<file path="src/rtl/mrisc_multicycle_ctrl.sv">
// Multi-cycle control FSM for the KGP mini-RISC datapath.
// Moore outputs decode from state plus opcode/func latched on exit from FETCH.
module mrisc_multicycle_ctrl #(
    parameter int unsigned FETCH_WAIT = 1,
    parameter int unsigned MEM_WAIT   = 1
) (
    input  logic        clk,
    input  logic        rst,
    input  logic        run,
    input  logic [5:0]  opcode,
    input  logic [5:0]  func,
    output logic [1:0]  reg_write,
    output logic        imm_mux_ctrl,
    output logic        alu_mux_ctrl,
    output logic [3:0]  alu_op,
    output logic        dmem_enable,
    output logic        dmem_write_enable,
    output logic [1:0]  reg_write_mux_ctrl,
    output logic [4:0]  br_op,
    output logic        pc_en,
    output logic        halted,
    output logic        trap,
    output logic [15:0] instr_count
);

    typedef enum logic [2:0] {
        S_IDLE, S_FETCH, S_DECODE, S_EXEC, S_MEM, S_WB, S_HALT, S_TRAP
    } state_t;

    localparam logic [5:0] OP_R    = 6'b000000;
    localparam logic [5:0] OP_IMM  = 6'b000001;
    localparam logic [5:0] OP_LW   = 6'b000010;
    localparam logic [5:0] OP_SW   = 6'b000011;
    localparam logic [5:0] OP_BR   = 6'b000100;
    localparam logic [5:0] OP_CALL = 6'b000101;
    localparam logic [5:0] OP_HALT = 6'b111111;

    localparam logic [2:0] FW_LAST = 3'(FETCH_WAIT - 1);
    localparam logic [2:0] MW_LAST = 3'(MEM_WAIT - 1);

    state_t      state_q, state_d;
    logic [2:0]  cnt_q, cnt_d;
    logic [5:0]  op_q, op_d;
    logic [5:0]  fn_q, fn_d;
    logic [15:0] icnt_q, icnt_d;

    logic is_r, is_imm, is_lw, is_sw, is_br, is_call, is_halt, is_legal;
    logic [3:0] ex_alu_op;
    logic       ex_alu_mux, ex_imm_mux;
    logic       unused_fn_hi;

    assign is_r     = (op_q == OP_R);
    assign is_imm   = (op_q == OP_IMM);
    assign is_lw    = (op_q == OP_LW);
    assign is_sw    = (op_q == OP_SW);
    assign is_br    = (op_q == OP_BR);
    assign is_call  = (op_q == OP_CALL);
    assign is_halt  = (op_q == OP_HALT);
    assign is_legal = is_r | is_imm | is_lw | is_sw | is_br | is_call;

    // EXEC selects are held unchanged through MEM and WB
    assign ex_alu_op    = (is_r | is_imm) ? fn_q[3:0] : 4'b0000;
    assign ex_alu_mux   = is_imm | is_lw | is_sw;
    assign ex_imm_mux   = is_lw | is_sw;
    assign unused_fn_hi = &{1'b0, fn_q[5:4]};

    always_ff @(posedge clk or negedge rst) begin
        if (!rst) begin
            state_q <= S_IDLE;
            cnt_q   <= '0;
            op_q    <= '0;
            fn_q    <= '0;
            icnt_q  <= '0;
        end else begin
            state_q <= state_d;
            cnt_q   <= cnt_d;
            op_q    <= op_d;
            fn_q    <= fn_d;
            icnt_q  <= icnt_d;
        end
    end

    always_comb begin
        state_d            = state_q;
        cnt_d              = '0;
        op_d               = op_q;
        fn_d               = fn_q;
        reg_write          = 2'b00;
        imm_mux_ctrl       = 1'b0;
        alu_mux_ctrl       = 1'b0;
        alu_op             = 4'b0000;
        dmem_enable        = 1'b0;
        dmem_write_enable  = 1'b0;
        reg_write_mux_ctrl = 2'b00;
        br_op              = 5'b00000;
        pc_en              = 1'b0;
        halted             = 1'b0;
        trap               = 1'b0;

        case (state_q)
            S_IDLE: if (run) state_d = S_FETCH;
            S_FETCH: begin
                if (cnt_q == FW_LAST) begin
                    op_d    = opcode;
                    fn_d    = func;
                    state_d = S_DECODE;
                end else begin
                    cnt_d = cnt_q + 3'd1;
                end
            end
            S_DECODE: begin
                if (is_halt)        state_d = S_HALT;
                else if (!is_legal) state_d = S_TRAP;
                else                state_d = S_EXEC;
            end
            S_EXEC: begin
                alu_op       = ex_alu_op;
                alu_mux_ctrl = ex_alu_mux;
                imm_mux_ctrl = ex_imm_mux;
                if (is_r || is_imm) begin
                    state_d = S_WB;
                end else if (is_lw || is_sw) begin
                    state_d = S_MEM;
                end else begin
                    br_op = {1'b1, fn_q[3:0]};
                    pc_en = 1'b1;
                    if (is_call) reg_write = 2'b11;
                end
            end
            S_MEM: begin
                alu_op            = ex_alu_op;
                alu_mux_ctrl      = ex_alu_mux;
                imm_mux_ctrl      = ex_imm_mux;
                dmem_enable       = 1'b1;
                dmem_write_enable = is_sw && (cnt_q == 3'd0);
                if (cnt_q == MW_LAST) begin
                    if (is_sw) pc_en = 1'b1;
                    else       state_d = S_WB;
                end else begin
                    cnt_d = cnt_q + 3'd1;
                end
            end
            S_WB: begin
                alu_op       = ex_alu_op;
                alu_mux_ctrl = ex_alu_mux;
                imm_mux_ctrl = ex_imm_mux;
                pc_en        = 1'b1;
                if (is_lw) begin
                    reg_write          = 2'b10;
                    reg_write_mux_ctrl = 2'b01;
                end else begin
                    reg_write          = 2'b01;
                    reg_write_mux_ctrl = 2'b10;
                end
            end
            S_HALT: halted = 1'b1;
            S_TRAP: trap = 1'b1;
            default: state_d = S_IDLE;
        endcase

        // every retire point samples run to choose between the next fetch and idling
        if (pc_en) state_d = run ? S_FETCH : S_IDLE;
    end

    assign icnt_d      = (pc_en && (icnt_q != 16'hFFFF)) ? icnt_q + 16'd1 : icnt_q;
    assign instr_count = icnt_q;

endmodule
</file>
<file path="config.mk">
export PLATFORM = sky130hd
export DESIGN_NAME = mrisc_multicycle_ctrl
export DESIGN_NICKNAME = d
export VERILOG_FILES = /design/src/rtl/mrisc_multicycle_ctrl.sv
export SDC_FILE = /design/constraint.sdc
export NUM_CORES = 1
export LEC_CHECK = 0
export CORE_ASPECT_RATIO = 1.5
export CORE_MARGIN = 2
export CORE_UTILIZATION = 51
export CTS_CLUSTER_DIAMETER = 150
export DETAILED_ROUTE_END_ITERATION = 10
export PLACE_DENSITY = 0.92
export SETUP_SLACK_MARGIN = 0.15
export SYNTH_ARGS = -nofsm -noshare
export SYNTH_HDL_FRONTEND = slang
export SYNTH_SLANG_ARGS = --single-unit
</file>
<file path="constraint.sdc">
create_clock -name clk -period 3.5 [get_ports clk]
set_input_delay 0.35 -clock clk [delete_from_list [all_inputs] [get_ports clk]]
set_output_delay 0.35 -clock clk [all_outputs]
set_load 0.005 [all_outputs]
</file>
======== Word level (Yosys, flattened, before mapping) ========
Cells that the tools add are included.
word-level totals
  output and inout port bits .............. 36
  input bits .............................. 15
  logic and storage cells ................. 82
  register bits after elaboration ......... 32
cells by class
  $add $sub $neg .......................... 2
  mux-type cells .......................... 36
  bitwise logic cells ..................... 8
  reductions and logical operators ........ 12
  equality and inequality tests ........... 19
operators by type and width
  kind                   count
  $mux 3                 11
  $add 16x1->16 const B  1
  $ne 16x16->1 const B   1
  $mux 5                 3
  $pmux 3 s5             1
  $eq 3x3->1 const B     4
  $eq 6x2->1 const B     2
  $eq 6x3->1 const B     2
  $mux 2                 6
  $ne 3x3->1 const B     4
  $mux 1                 11
  $mux 4                 2
  $or 1x1->1             8
  $eq 3x2->1 const B     2
  $eq 6x1->1 const B     1
  $eq 6x6->1 const B     1
  $logic_not 3->1        2
  $logic_not 6->1        1
  $reduce_and 6->1       1
  $reduce_bool 6->1      1
  $ne 4x4->1 const B     1
  $pmux 2 s2             1
  $add 3x1->3 const B    1
  $eq 3x1->1 const B     1
  other kinds (6)        8

======== Logic depth before layout (Yosys ltp) ========
Gate-level depths: netlist of the first run.
  depth after elaboration ................. 10
  depth in mapped cells ................... 7
  depth with buffers taken out ............ 7

======== Worst setup path after synthesis of the first run ========
Ideal clock, no wire load.
  path type ............................... register to register
  start point ............................. register cnt_q[0]
  end point ............................... register icnt_q[1] (netlist: instr_count[1])
  setup time .............................. 0.127 ns
  clock period less this slack ............ 1.973 ns
  data arrival time ....................... 1.845 ns
  required time ........................... 3.373 ns
  path buffers ............................ 0
  cell stages (with the launch flop) ...... 7
  slack ................................... 1.527 ns
  cell sequence ........................... dfrtp_1 inv_1 ha_1 nor4bb_1 nand4_1 a32oi_2 mux2_1
between the ends
  longest elaborated chain between the ends .. 4
ends and longest elaborated chain
  what                      RTL line  RTL
  start: declaration        42        logic [2:0] cnt_q, cnt_d;
  start signal: assignment  76        cnt_q <= cnt_d;
  $logic_not 3->1           136       if (cnt_q == MW_LAST) begin
  $mux 1                    136
  $pmux 1 s3                100       case (state_q)
  $logic_and 1x1->1         165       assign icnt_d = (pc_en && (icnt_q != 16'hFFFF)) ? icnt_q + 16'd1 : icnt_q;
  end signal: assignment    79        icnt_q <= icnt_d;
  end: declaration          45        logic [15:0] icnt_q, icnt_d;
No other way between the ends.
A chain may end at the register's enable or synchronous reset.

======== Worst setup path after layout of the first run ========
  start point ............................. register state_q[0]
  end point ............................... output alu_op[1]
between the ends
  longest elaborated chain between the ends .. 3
  elaborated cells between the ends (all ways) .. 5
ends and longest elaborated chain
  what                                             RTL line  RTL
  start: declaration                               41        state_t state_q, state_d;
  start signal: assignment                         75        state_q <= state_d;
  $eq 3x3->1 / $eq 3x2->1 (equally long branches)  100
  $reduce_or 3->1 (no line) *                      n/a
  $mux 4 *                                         100
  end: declaration                                 15        output logic [3:0] alu_op,
Mark *: on every way between the ends. The rest lies on a longest branch, timed or not.

==> impl_metrics.tcl, run 1 <==
set metrics [dict create \
    num-fill-cells 267 \
    r2r_cells 6 \
    initial_core_util_pct 52.8 \
    r2r_slack_ns 1.22 \
    r2r-end "instr_count[1]" \
    pwr-share-comb_pct 41.8 \
    seq_area_frac_synth_pct 45.3 \
    p_int_mw 0.988 \
    max-clock-path-buffers 2 \
    r2r_start "cnt_q[0]" \
    p_seq_share_pct 41.4 \
    finalSetupTns_ns 0 \
    wl_met2_um 2100 \
    clk_latency_ns 0.29 \
    switching_share_pct 38.3 \
    dr.pass1.iters 4 \
    ys_warn_count 0 \
    rsz0062_at_grt "no" \
    wl_met1_um 1530 \
    ys.flop_type "dfrtp_1" \
    grt_pass1_wl_um 6670 \
    cts-root-buf "clkbuf_8" \
    fp.dieW_um 52.1 \
    wl_um 3950 \
    syn_to_final_growth_pct 33.5 \
    cts_hold_buf 0 \
    track_usage_pct 22.6 \
    grt_pass1_vias 1427 \
    finClkSkew_ns 0.00520 \
    path_buf_inv 1 \
    antenna_found_initial 1 \
    cp_cell_sequence "nor2b_1 > a21oi_1 > nor3_1 > and2_1 > clkdlybuf4s50_1" \
    drive_above_1_share_pct 8.00 \
    hpwl_um 2800 \
    drc_errors 0 \
    maxCapViolations 0 \
    p_switching_mw 0.612 \
    max_slew_margin_pct 63.0 \
    critPathMaxStageDelay_ns 0.57 \
    post_cts_resized 0 \
    die_area_sq_um 3970 \
    power.density_nw_per_um2 677 \
    dp_cells 260 \
    path_delay_family "simple AND/OR/NAND/NOR gates" \
    top_layer "met4" \
    crit_cells 5 \
    htreeDepth 2 \
    irDropWorstVdd_mv 0.488 \
    crit_required_ns 3.15 \
    status "finished, final reports clean" \
    worst_setup_path_end_kind "output pin" \
    syn_inst 176 \
    p_clk_share_pct 16.7 \
    cts_tree "built" \
    path_max_fanout 14 \
    core_sq_um 3350 \
    syn_area_sq_um 1770 \
    clkTransAtPathRegs_ns 0.06 \
    worstMarginPinSlew_ns 0.550 \
    worstPathArrival_ns 2.51 \
    ant_nets 0 \
    grt_max_degree 33 \
    hold_class "input pin to asynchronous set/reset pin" \
    hold_viol 0 \
    ioPinCount 51 \
    clkSinkCount 32 \
    p_leak_nw 0.958 \
    crit_type "flop to output pin" \
    ys_seq_elements 32 \
    vias_per_cell 5.75 \
    drtIter0Drc 40 \
    synth_cell_type_count 41 \
    routedWlPerCell_um 14.7 \
    rows 26 \
    max_freq_ghz 0.349 \
    maxSlewViolCount 0 \
    mappedNetlistNets 194 \
    io_buffers 48 \
    worstSetupStartpoint "state_q[0]" \
    setup_viol 0 \
    critPathLaunchType "flop" \
    die_height_um 76.1 \
    grt_overflow_total 0 \
    layout_min_cycle_time_ns 2.86 \
    gp_congestion 0.841 \
    async_flop_share_pct 100 \
    fin_crit_sh_pct 81.8 \
    dr_wl_met3_um 169 \
    cpMaxStageDelayCell "dfrtp_1" \
    via_count 1540 \
    synth-edff-count 0 \
    synth.avg_cell_area_sq_um 10.1 \
    cts_setup_buffers 0 \
    fin_cells 268 \
    finalNetCount 243 \
    cts_buffers 5 \
    critPathCapture "alu_op[1]" \
]
## kinds of logic after synthesis
| family | after synthesis | share of synthesized area (%) |
|---|---|---|
| xor+xnor | 15 | 7.43 |
| compound gates | 21 | 9.76 |
| buf+inv | 15 | 3.25 |
| simple gates | 78 | 24.6 |
| mux | 12 | 7.57 |
| flops | 32 | 45.3 |
| fa+ha+maj | 3 | 2.12 |
## layer usage
layer  global-route usage (%)  vias to the layer above
li1                         -                      727
met1                     26.1                      760
met2                     37.0                       44
met3                     5.10                        9
met4                     12.9                        0
met5                        0                        -
## area by class of cell
type                            count  area (sq um)  share of cell area, %
Antenna cell                        1          2.50                  0.106
Clock buffer                        6          72.6                   3.07
Tap cell                           42          52.6                   2.22
Sequential cell                    32           801                   33.9
Clock inverter                      1          5.00                  0.212
Inverter                            8          30.0                   1.27
Multi-Input combinational cell    129           911                   38.6
Timing Repair Buffer               49           488                   20.7
## synth_stat cells, types with 2 or more instances
cell type / instances / share of area, %
inv_1: 8 / 1.7
o21ai_0: 4 / 1.1
and2_1: 9 / 3.2
nor2b_1: 4 / 1.4
nand2_1: 10 / 2.1
dfrtp_1: 32 / 45
ha_1: 3 / 2.1
a311oi_2: 2 / 1.7
a21oi_1: 3 / 0.85
nor4_1: 3 / 1.1
nand4_1: 9 / 3.2
nor3_1: 4 / 1.1
xor2_1: 3 / 1.5
mux2_2: 5 / 3.2
nand3b_1: 2 / 0.85
nand2b_1: 2 / 0.71
nor2_1: 11 / 2.3
and3_1: 6 / 2.1
or3_1: 2 / 0.71
clkbuf_1: 6 / 1.3
nand3_1: 11 / 3.1
or4_1: 2 / 0.85
mux2_1: 6 / 3.8
xnor2_1: 12 / 5.9
## how the worst min path moves through the flow
stage                     from              end  slack (ns)  cells past startpoint
6_report                   rst   instr_count[0]        0.47                      2
3_3_place_gp   instr_count[10]  instr_count[10]        0.48                      1
3_5_place_dp           fn_q[3]          fn_q[3]        0.49                      1
2_1_floorplan              rst         cnt_q[0]        0.05                      0
5_1_grt                    rst          op_q[0]        0.51                      2
4_1_cts                    rst          op_q[0]        0.47                      2
## power groups by stage
stage | Sequential (mW) | Combinational (mW) | Clock [mW]
global route | 0.690 | 0.744 | 0.291
global placement | 0.659 | 0.655 | 0
finish | 0.663 | 0.670 | 0.268
floorplan | 0.581 | 0.481 | 0
CTS | 0.657 | 0.675 | 0.276
detailed placement | 0.663 | 0.671 | 0
## layout by cell type (no fill, tap or decap), drive strengths merged, types with 4 or more instances in the layout
cell,instances
nand3,12
and3,6
nand2,10
nor2b,4
mux2,11
clkdlybuf4s50,48
nor2,11
and2,9
o21ai,5
nor3,4
nand4,9
dfrtp,32
xnor2,12
inv,8
nor4,4
clkbuf,6
## sequential cells by signal, summed over array words and instances (netlist names)
| name | cells |
|---|---|
| cnt_q | 3 |
| fn_q | 4 |
| state_q | 3 |
| op_q | 6 |
| instr_count | 16 |
## stage by stage
step	util (%)	hold WS, ns	setup slack (ns)	cell area [sq um]	total power [mW]
floorplan	-	0.0544	1.53	1770	1.06
global placement	68.1	0.481	0.990	2280	1.31
detailed placement	68.1	0.491	0.957	2280	1.33
CTS	70.4	0.474	0.633	2360	1.61
global route	70.5	0.506	0.480	2360	1.72
finish	70.5	0.475	0.637	2360	1.60
## worst reg2reg max path: cells and delay by family (launching register included)
| kind | cells | cell delay (ns) |
|---|---|---|
| and+or+nand+nor | 2 | 0.65 |
| adders and majority gates | 1 | 0.21 |
| buffers and inverters | 1 | 0.07 |
| AOI/OAI and AO/OA | 1 | 0.50 |
| muxes | 1 | 0.36 |
| DFF | 1 | 0.38 |
(Power assumes the default switching activity.)
==> run 2, diff against run 1 <==
--- a/config.mk
+++ b/config.mk
@@ -7,10 +7,10 @@
 export LEC_CHECK = 0
 export CORE_ASPECT_RATIO = 1.5
 export CORE_MARGIN = 2
-export CORE_UTILIZATION = 51
+export CORE_UTILIZATION = 43
 export CTS_CLUSTER_DIAMETER = 150
 export DETAILED_ROUTE_END_ITERATION = 10
-export PLACE_DENSITY = 0.92
+export PLACE_DENSITY = 0.83
 export SETUP_SLACK_MARGIN = 0.15
 export SYNTH_ARGS = -nofsm -noshare
 export SYNTH_HDL_FRONTEND = slang
==> constraint.sdc (replaced) <==
create_clock -name clk -period 2.5 [get_ports clk]
set_input_delay 0.25 -clock clk [delete_from_list [all_inputs] [get_ports clk]]
set_output_delay 0.25 -clock clk [all_outputs]
set_load 0.005 [all_outputs]
==> run 2 against run 1 <==
Compared with the run above: critical endpoint is now alu_op[2]; largest cell class unchanged; clock power increased by 82%; combinational power increased by 82%; global-route usage down 3.4 points; die area grew 17%; via count increased by 5.7%; sequential share of layout area down 3.0 points; final area grew 9.9%; critical path depth did not move.
==> impl_metrics.tcl, run 2 (synthesized netlist as in run 1, its figures left out) <==
set metrics [dict create \
    finClkSkew_ns 0.00947 \
    ant_nets 0 \
    die_height_um 82.6 \
    cts_tree "built" \
    syn_to_final_growth_pct 46.7 \
    hold_viol 0 \
    clkTransAtPathRegs_ns 0.07 \
    finalSetupTns_ns 0 \
    maxSlewViolCount 0 \
    postPlaceCellArea_sq_um 2340 \
    fin_hold_ws_ns 0.349 \
    finalNetCount 260 \
    cts_buffers 5 \
    ioPinCount 51 \
    wl_um 4310 \
    initial_core_util_pct 44.7 \
    layout_min_cycle_time_ns 2.34 \
    hpwl_um 2820 \
    r2r_cells 7 \
    p_seq_share_pct 34.7 \
    worst_setup_path_end_kind "output pin" \
    vias_per_cell 5.65 \
    grt_max_degree 33 \
    max_freq_ghz 0.427 \
    track_usage_pct 19.2 \
    clkSinkCount 32 \
    rsz0062_at_grt "yes" \
    fp.dieW_um 56.4 \
    gp_congestion 0.880 \
    maxCapViolations 0 \
    largest_reg_flops 16 \
    n_antenna_cell 0 \
    rows 28 \
    fin_crit_sh_pct 93.7 \
    htreeDepth 2 \
    via_count 1628 \
    switching_share_pct 37.5 \
    crit_type "flop to output pin" \
    grt_pass1_wl_um 6760 \
    status "finished, final reports clean" \
    max-clock-path-buffers 2 \
    io_buffers 48 \
    die_area_sq_um 4650 \
    p_total_mw 2.62 \
    p_clk_share_pct 18.6 \
    r2r_slack_ns 0.35 \
    drive_above_1_share_pct 19.3 \
    worstMarginPinSlew_ns 0.534 \
    p_switching_mw 0.983 \
    routedWlPerCell_um 15.0 \
    clk_latency_ns 0.29 \
    final_util_pct 65.6 \
    power.density_nw_per_um2 1010 \
    path_max_fanout 6 \
    drc_errors 0 \
    crit_required_ns 2.25 \
    irDropWorstVdd_mv 0.995 \
    hold_class "input pin to asynchronous set/reset pin" \
    antenna_found_initial 0 \
    drtIter0Drc 48 \
    r2r-end "instr_count[1]" \
    num-fill-cells 298 \
    grt_overflow_total 0 \
    p_int_mw 1.63 \
    r2r_start "cnt_q[0]" \
    p_leak_nw 1.23 \
    worstPathArrival_ns 2.09 \
    grt_pass1_vias 1471 \
    final_common_cell "clkdlybuf4s50_1" \
    pwr-share-comb_pct 46.7 \
    cts-root-buf "clkbuf_8" \
    most-common-layout-cells "36 x clkdlybuf4s50_1, 30 x dfrtp_1, 17 x buf_4" \
    dr.pass1.iters 4 \
    core_sq_um 3960 \
    critPathLaunchType "flop" \
    max_slew_margin_pct 64.1 \
    fin_area_sq_um 2600 \
    setup_viol 0 \
]
## run 2: cell count changes in the layout (fill, tap and decap cells not counted), moves of 2 or more
| cell | before | now |
|---|---|---|
| dlymetal6s2s_1 | 0 | 8 |
| clkdlybuf4s50_1 | 48 | 36 |
| dlygate4sd2_1 | 0 | 4 |
| dfrtp_1 | 32 | 30 |
| nor3_2 | 0 | 2 |
| buf_4 | 1 | 17 |
| nor3_1 | 4 | 2 |
| dfrtp_2 | 0 | 2 |
| nor2b_1 | 4 | 2 |
## run 2: metrics by stage
stage               setup WS [ns]  std cells
finish                      0.158        288
global route               0.0899        288
CTS                         0.143        284
detailed placement          0.245        270
global placement            0.269        270
floorplan                   0.527        176
## run 2: final cells by class
type                    count  area [sq um]  area share, %
repair buffers             66           634           24.4
clock inverters             2          35.0           1.35
well taps                  45          56.3           2.17
flip-flops and latches     32           803           30.9
multi-input cells         129           965           37.2
clock buffers               6          72.6           2.80
inverters                   8          30.0           1.16
## run 2: worst max-delay path by stage
stage	startpoint	end	slack [ns]
after CTS	op_q[2]	br_op[3]	0.14
final	op_q[4]	alu_op[2]	0.16
after global routing	op_q[5]	alu_op[2]	0.09
after floorplan	cnt_q[0]	instr_count[1]	0.53
after detailed placement	op_q[3]	br_op[3]	0.25
after global placement	op_q[3]	br_op[3]	0.27
## run 2: worst max-delay path, cell delays in order, from the launching register on
cell	delay, ns
dfrtp_1	0.47
or4_4	0.47
nor3_2	0.12
buf_4	0.14
and2_1	0.11
clkdlybuf4s50_1	0.49
## run 2: power by group through the flow
stage / Clock [mW] / Combinational [mW] / Sequential [mW]
floorplan: 0 / 0.673 / 0.814
global placement: 0 / 1.02 / 0.893
detailed placement: 0 / 1.05 / 0.900
CTS: 0.502 / 1.17 / 0.890
global route: 0.526 / 1.33 / 0.935
finish: 0.488 / 1.22 / 0.907
## run 2: repair_timing
action                     CTS  global route
setup endpoints to repair   14            14
hold buffers                 0             0
pin swaps                    2             5
buffers inserted             6             4
resized for setup           15            12
## run 2: per-layer routing
layer / part of all wire, % / GRT usage, % / vias to the layer above / routed length (um)
met5: 0 / 0 / - / 0
met1: 38 / 20.5 / 795 / 1620
met2: 55 / 35.2 / 58 / 2380
li1: - / - / 764 / -
met4: 2.6 / 9.76 / 0 / 110
met3: 4.6 / 4.67 / 11 / 199
==> run 3, diff against run 2 <==
--- a/config.mk
+++ b/config.mk
@@ -10,7 +10,7 @@
 export CORE_UTILIZATION = 43
 export CTS_CLUSTER_DIAMETER = 150
 export DETAILED_ROUTE_END_ITERATION = 10
-export PLACE_DENSITY = 0.83
+export PLACE_DENSITY = 0.86
 export SETUP_SLACK_MARGIN = 0.15
 export SYNTH_ARGS = -nofsm -noshare
 export SYNTH_HDL_FRONTEND = slang
==> run 3 against run 2 <==
Compared with the run above: flip-flop and latch count unchanged; worst setup slack got worse by 0.093 ns; count of clock-buffer cells in the layout up 1; critical path depth up 1; fmax decreased by 3.8%; clock power rose by 11%; routed wire length up 1.1%; non-clock buffer count shrank 3; critical path type unchanged; largest power group unchanged.
==> impl_metrics.tcl, run 3 (synthesized netlist as in run 1, its figures left out) <==
set metrics [dict create \
    fin_cells 285 \
    max_slew_margin_pct 40.9 \
    critPathLaunchType "flop" \
    wl_um 4360 \
    io_buffers 48 \
    grt_pass1_vias 1524 \
    max-clock-path-buffers 2 \
    seq_area_sq_um 801 \
    path_max_fanout 8 \
    via_count 1600 \
    fin_hold_ws_ns 0.368 \
    use_met1_pct 21.7 \
    hold_viol 0 \
    maxSlewViolCount 0 \
    n_antenna_cell 0 \
    die_height_um 82.6 \
    busiest_layer "met2" \
    worstPathArrival_ns 2.18 \
    most-common-layout-cells "38 x clkdlybuf4s50_1, 32 x dfrtp_1, 14 x buf_4" \
    cts-root-buf "clkbuf_8" \
    finalSetupTns_ns 0 \
    num-fill-cells 298 \
    fp.dieW_um 56.4 \
    ioPinCount 51 \
    cp_cell_sequence "buf_4 > nor2b_1 > a21oi_1 > nor3_4 > and2_1 > clkdlybuf4s50_1" \
    max_freq_ghz 0.411 \
    htreeDepth 2 \
    grt_max_degree 33 \
    r2r_cells 7 \
    irDropWorstVdd_mv 0.848 \
    largest_reg_flops 16 \
    clkSinkCount 32 \
    finClkSkew_ns 0.00386 \
    cts_tree "built" \
    vias_per_cell 5.61 \
    setup_viol 0 \
    grt_pass1_wl_um 7110 \
    hold_class "input pin to asynchronous set/reset pin" \
    syn_to_final_growth_pct 47.5 \
    r2r-end "instr_count[1]" \
    power.density_nw_per_um2 1030 \
    core_sq_um 3960 \
    worstMarginPinSlew_ns 0.878 \
    p_total_mw 2.68 \
    die_area_sq_um 4650 \
    crit_required_ns 2.25 \
    drive_above_1_share_pct 18.3 \
    use_met3_pct 4.36 \
    layout_min_cycle_time_ns 2.43 \
    drtIter0Drc 61 \
    track_usage_pct 20.2 \
    dr.pass1.iters 4 \
    antenna_found_initial 0 \
    rsz0062_at_grt "yes" \
    r2r_start "cnt_q[0]" \
    crit_type "flop to output pin" \
    initial_core_util_pct 44.7 \
    hpwl_um 3020 \
    maxCapViolations 0 \
    p_leak_nw 1.16 \
    r2r_slack_ns 0.36 \
    cpMaxStageDelayCell "clkdlybuf4s50_1" \
    gp_congestion 0.930 \
    ant_nets 0 \
    cts_hold_buf 0 \
    worst_setup_path_end_kind "output pin" \
    critPathMaxStageDelay_ns 0.50 \
    multi_input_area_sq_um 996 \
    dp_cells 271 \
    clk_latency_ns 0.28 \
    clkTransAtPathRegs_ns 0.07 \
    fin_crit_sh_pct 97.4 \
    final_common_cell "clkdlybuf4s50_1" \
    routedWlPerCell_um 15.3 \
    status "finished, final reports clean" \
    finalNetCount 257 \
    rows 28 \
    cts_buffers 5 \
    drc_errors 0 \
    met2_usage_pct 38.5 \
    grt_overflow_total 0 \
]
==> run 3: cell types whose count changed in the layout (fill, tap and decap cells not counted), sizes merged <==
cell and delta:
buf -3, clkbuf +1, clkdlybuf4s50 +2, clkinv -1
dlygate4sd2 +2, dlymetal6s2s -4
==> run 3: layout make-up <==
type	instances	area share (%)
multi-input combinational	129	38.2
sequential	32	30.7
timing repair buffer	63	23.0
clock buffer	7	3.69
tap	45	2.16
clock inverter	1	1.15
inverter	8	1.15
==> run 3: worst max path at each step <==
stage | startpoint | endpoint | slack (ns) | depth (start not counted)
after floorplan | cnt_q[0] | instr_count[1] | 0.53 | 6
after global placement | cnt_q[0] | pc_en | 0.25 | 6
after detailed placement | op_q[5] | br_op[1] | 0.25 | 6
after CTS | op_q[2] | br_op[3] | 0.12 | 6
after global routing | state_q[2] | alu_op[2] | -0.05 | 6
final | state_q[2] | alu_op[2] | 0.07 | 6
==> run 3: metrics by stage <==
stage / worst slack, ns / cell area (sq um) / util [%]
after floorplan: 0.527 / 1770 / -
after global placement: 0.254 / 2350 / 59.3
after detailed placement: 0.249 / 2350 / 59.3
after CTS: 0.121 / 2540 / 64.1
after global routing: -0.0519 / 2610 / 65.9
final: 0.0651 / 2610 / 65.9
==> run 3: what timing repair did <==
| item | CTS | global route |
|---|---|---|
| pin swaps | 1 | 5 |
| cloned | 0 | 0 |
| endpoints found under the setup margin | 14 | 21 |
| gates resized for setup | 17 | 10 |
| buffers inserted | 3 | 3 |
| hold endpoints to repair | 0 | 0 |
==> run 3: routing by layer <==
layer,vias to the layer above,wire (um)
li1,762,-
met1,772,1640
met2,57,2460
met3,9,178
met4,0,85
met5,-,0
==> run 3: critical path: cells and delay by family, from the launching register on <==
kind | cells | cell delay, ns
AO/OA/AOI/OAI | 1 | 0.16
buffers and inverters | 2 | 0.67
flip-flops | 1 | 0.40
AND/OR/NAND/NOR | 3 | 0.67
==> run 3: report_power, final <==
part	switching, mW	total [mW]	leakage, nW	internal [mW]
registers	0.206	0.882	0.409	0.676
logic	0.602	1.26	0.689	0.655
clock network	0.191	0.543	0.0645	0.351
==> RTL change 1 (flow settings as in run 2) <==
Make the reset (`rst`) synchronous in one clocked block.
--- a/src/rtl/mrisc_multicycle_ctrl.sv
+++ b/src/rtl/mrisc_multicycle_ctrl.sv
@@ -66,3 +66,3 @@
 
-    always_ff @(posedge clk or negedge rst) begin
+    always_ff @(posedge clk) begin
         if (!rst) begin
Behaviour: differs if rst is asserted again (counterexample within 4 cycles, from zero or initial values and one cycle with rst low); with rst held inactive, the same outputs for 10 cycles.
==> RTL change 1 against run 2 <==
  * Setup slack worse by 54 ps
  * Area after synthesis increased by 2.3%
  * Routed wire length increased by 5.0%
  * Sequential cell count unchanged
  * Final area down 3.3%
  * Clock skew is 2.2 ps lower
  * Count of clock-buffer cells in the layout up 2
  * Fmax is 2.2% lower
  * Critical endpoint is now alu_op[3]
Power is not compared: it rests on default switching activity, and its combinational part moved more than twofold at a synthesized area within 25%.
==> RTL change 1: results (changes against run 2) <==
routability congestion estimate=0.808 (-8.1%); buffering overhead=0.222 (-0.0221); Synth top cells by count=dfxtp_1, nor2_1, nand2_1; Fin Hold WS=450 ps (+101 ps); Vias=1823 (+12%); number of global-route vias before repair=1698 (+15%); Non-Clock Buffer Count=59 (-11%); Reg-to-Reg End=instr_count[7]$_SDFFE_PN0P_; Tot GR Track Use=0.202 (+0.0101); drt wl/cell=14.0 um (-6.6%); largest net degree at the start of global routing=24 (-27%); met3 Usage GRT=0.0498 (+0.00312); most numerous cell in the Yosys netlist=dfxtp_1; r2r setup slk=190 ps (-160 ps); initial DRC count=72 (+50%); clock buf count=8 (+2); XOR/XNOR share of the synthesized area=0.0339 (-0.0404); Netlist cell types=42 (+2.4%); DP Wirelength=3.22 mm (+14%); met2 usage=0.346 (-0.00589); clk_skew=7.25 ps (-2.22 ps); Critical Path End=alu_op[3]; met2 WL=2.33 mm (-1.9%); CP peak stage delay=570 ps (+80 ps); Multi-input comb cells=171 (+33%); Multi-input gate area=1130 sq um (+17%); hold crit path type=reg -> reg; Worst R2R Start=op_q[3]$_SDFFE_PN0P_; Setup Buffers After CTS=3 (-3); CP max-delay cell=or4_4; global-route wire length before repair=7.68 mm (+14%); ClkCell Share=0.0359 (-0.00557); nets=296 (+14%); met1 Track Usage GR=0.221 (+0.0159); syn nets=240 (+24%); status=completed; # fillers=360 (+21%); Adder-Cell Fraction of Synth Area=0.0207 (-0.000470); M1 WL=1.84 mm (+14%); metal3 WL=185 um (-7.0%); sequential area share after synthesis=0.354 (-0.0985); max_slew headroom=0.504 (-0.137)
==> RTL change 1: changes by cell type after synthesis, moves of 11 or more <==
| cell | change |
|---|---|
| a21oi_1 | +11 |
| xnor2_1 | -11 |
| dfrtp_1 | -32 |
| mux2i_1 | +13 |
| dfxtp_1 | +32 |
| nor2_1 | +15 |
==> RTL change 1: worst reg2reg max path, stage by stage (launching register included) <==
cell and delay (ps):
dfxtp_2 350, or4_4 570, nor4_4 240, buf_4 160, buf_4 120, o21ai_0 100
or4_1 510, a21oi_1 190
==> RTL change 1: through the flow <==
stage	area, sq um	utilization	worst slack [ps]	cells	power, mW
6_report	2510	0.629	105	324	1.56
5_1_grt	2510	0.629	29.7	324	1.65
4_1_cts	2510	0.628	64.7	324	1.56
3_5_place_dp	2360	0.591	214	313	1.10
3_3_place_gp	2360	0.591	231	313	1.09
2_1_floorplan	1810	-	275	222	0.961
==> RTL change 2 (flow settings as in run 2) <==
Made on the original files. The 8 states of `state_t` get a Gray code encoding in 3 bits.
--- a/src/rtl/mrisc_multicycle_ctrl.sv
+++ b/src/rtl/mrisc_multicycle_ctrl.sv
@@ -26,3 +26,3 @@
     typedef enum logic [2:0] {
-        S_IDLE, S_FETCH, S_DECODE, S_EXEC, S_MEM, S_WB, S_HALT, S_TRAP
+        S_IDLE = 3'b000, S_FETCH = 3'b001, S_DECODE = 3'b011, S_EXEC = 3'b010, S_MEM = 3'b110, S_WB = 3'b111, S_HALT = 3'b101, S_TRAP = 3'b100
     } state_t;
Behaviour: no difference found for any inputs over 10 cycles, from zero or initial values and one cycle with rst low; not proved beyond that.
==> RTL change 2 against run 2 <==
  * Routed wire length shrank 4.9%
  * Count of clock-buffer cells in the layout grew 2
  * Area after synthesis grew 0.21%
  * Final cell count shrank 0.69%
  * Hold slack gained 11 ps
  * Sequential cell count is the same
  * Highest routed layer unchanged
  * First-iteration DRC count shrank 42%
  * Final area shrank 3.8%
  * Setup slack gained 29 ps
Power is not compared: it rests on default switching activity, and its combinational part moved more than twofold at a synthesized area within 25%.
==> RTL change 2: results (changes against run 2) <==
synth warn=0 (unchanged); Worst R2R Start=op_q[5]$_DFFE_PN0P_; cts bufs inserted=5 (unchanged); sequential area share after synthesis=0.452 (-0.000958); Netlist cell types=42 (+2.4%); M1 WL=1.61 mm (-0.43%); Inst Count DP=275 (+1.9%); Top delay family on crit path=simple AND/OR/NAND/NOR gates; met1 Track Usage GR=0.207 (+0.00136); clk_skew=3.72 ps (-5.76 ps); Reg clk slew, reported paths=60 ps; Cell Area, Placed=2350 sq um (+0.32%); r2r setup slk=320 ps (-30 ps); Antenna Cells=0 (unchanged); status=completed; Worst-Margin Slew=758 ps (+224 ps); Detail Route Antenna Nets=0 (unchanged); hold crit path type=in -> async; CP Data Arrival Time=2060 ps (-30 ps); metal3 WL=184 um (-7.5%); CP max-delay cell=or4_4; initial DRC count=28 (-42%); dpl ws=159 ps (-86.0 ps); Syn Area/Cell=9.85 sq um (-2.0%); CTS max path bufs=2 (unchanged); Vias=1578 (-3.1%); Initial DRT Pass Iterations=4 (unchanged); Worst Setup SP=op_q[5]$_DFFE_PN0P_; routability congestion estimate=0.840 (-4.6%); DP Wirelength=2.95 mm (+4.7%); Synth area leaders=dfrtp_1, mux2_2, xnor2_1; crit path setup slack, layout=188 ps (+29.5 ps); main flop type after synthesis=dfrtp_1; met2 WL=2.18 mm (-8.6%); Reg-to-Reg End=instr_count[4]$_DFFE_PN0P_; drt wl/cell=14.3 um (-4.3%); fraction of layout cells with a size suffix above 1=0.178 (-0.0150); global-route wire length before repair=7.09 mm (+5.0%); port buffer count=48 (unchanged); syn nets=198 (+2.1%); Lkg Pwr=between 1 and 1.5 nW; met2 usage=0.364 (+0.0122); Clk power=403 uW; Fin Hold WS=360 ps (+11.1 ps); nets=258 (-0.77%); met3 Usage GRT=0.0452 (-0.00156); Synth top cells by count=dfrtp_1, nor2_1, mux2_2; Via density=5.52 (-2.4%); Tot GR Track Use=0.197 (+0.00447); Critical Path End=alu_op[2]; Crit Path Max Fanout=6 (unchanged); htree depth=2 (unchanged); # fillers=331 (+11%); peak supply drop=approximately 0.00039 V; Reg2Reg Depth=8 (+1); CP peak stage delay=540 ps (+50 ps)
## RTL change 2: changes by cell type in the layout (fill, tap and decap cells not counted), sizes merged, moves of 5 or more
cell / delta
and2: -5
nand3: -5
buf: -5
clkdlybuf4s50: +5
nor2: +5
dlymetal6s2s: -6
## RTL change 2: final cells by class
type,count,area [sq um],share of cell area
multi-input combinational,131,937,0.375
clock buffer,8,90.1,0.0361
timing repair buffer,61,577,0.231
inverter,9,33.8,0.0135
tap,45,56.3,0.0225
sequential,32,803,0.322
## RTL change 2: repair_timing
item / CTS / global route
gates resized for setup: 12 / 7
buffers inserted: 3 / 0
endpoints found under the setup margin: 15 / 11
hold endpoints to repair: 0 / 0
pin swaps: 5 / 3
cloned: 0 / 0
## RTL change 2: kinds of logic after synthesis
family	Yosys count	share of synthesized area
and+or+nand+nor	77	0.243
DFF	32	0.452
adders and majority gates	3	0.0212
xor gates and xnor gates	12	0.0593
AOI/OAI and AO/OA	24	0.0889
buffers and inverters	17	0.0409
muxes	15	0.0946
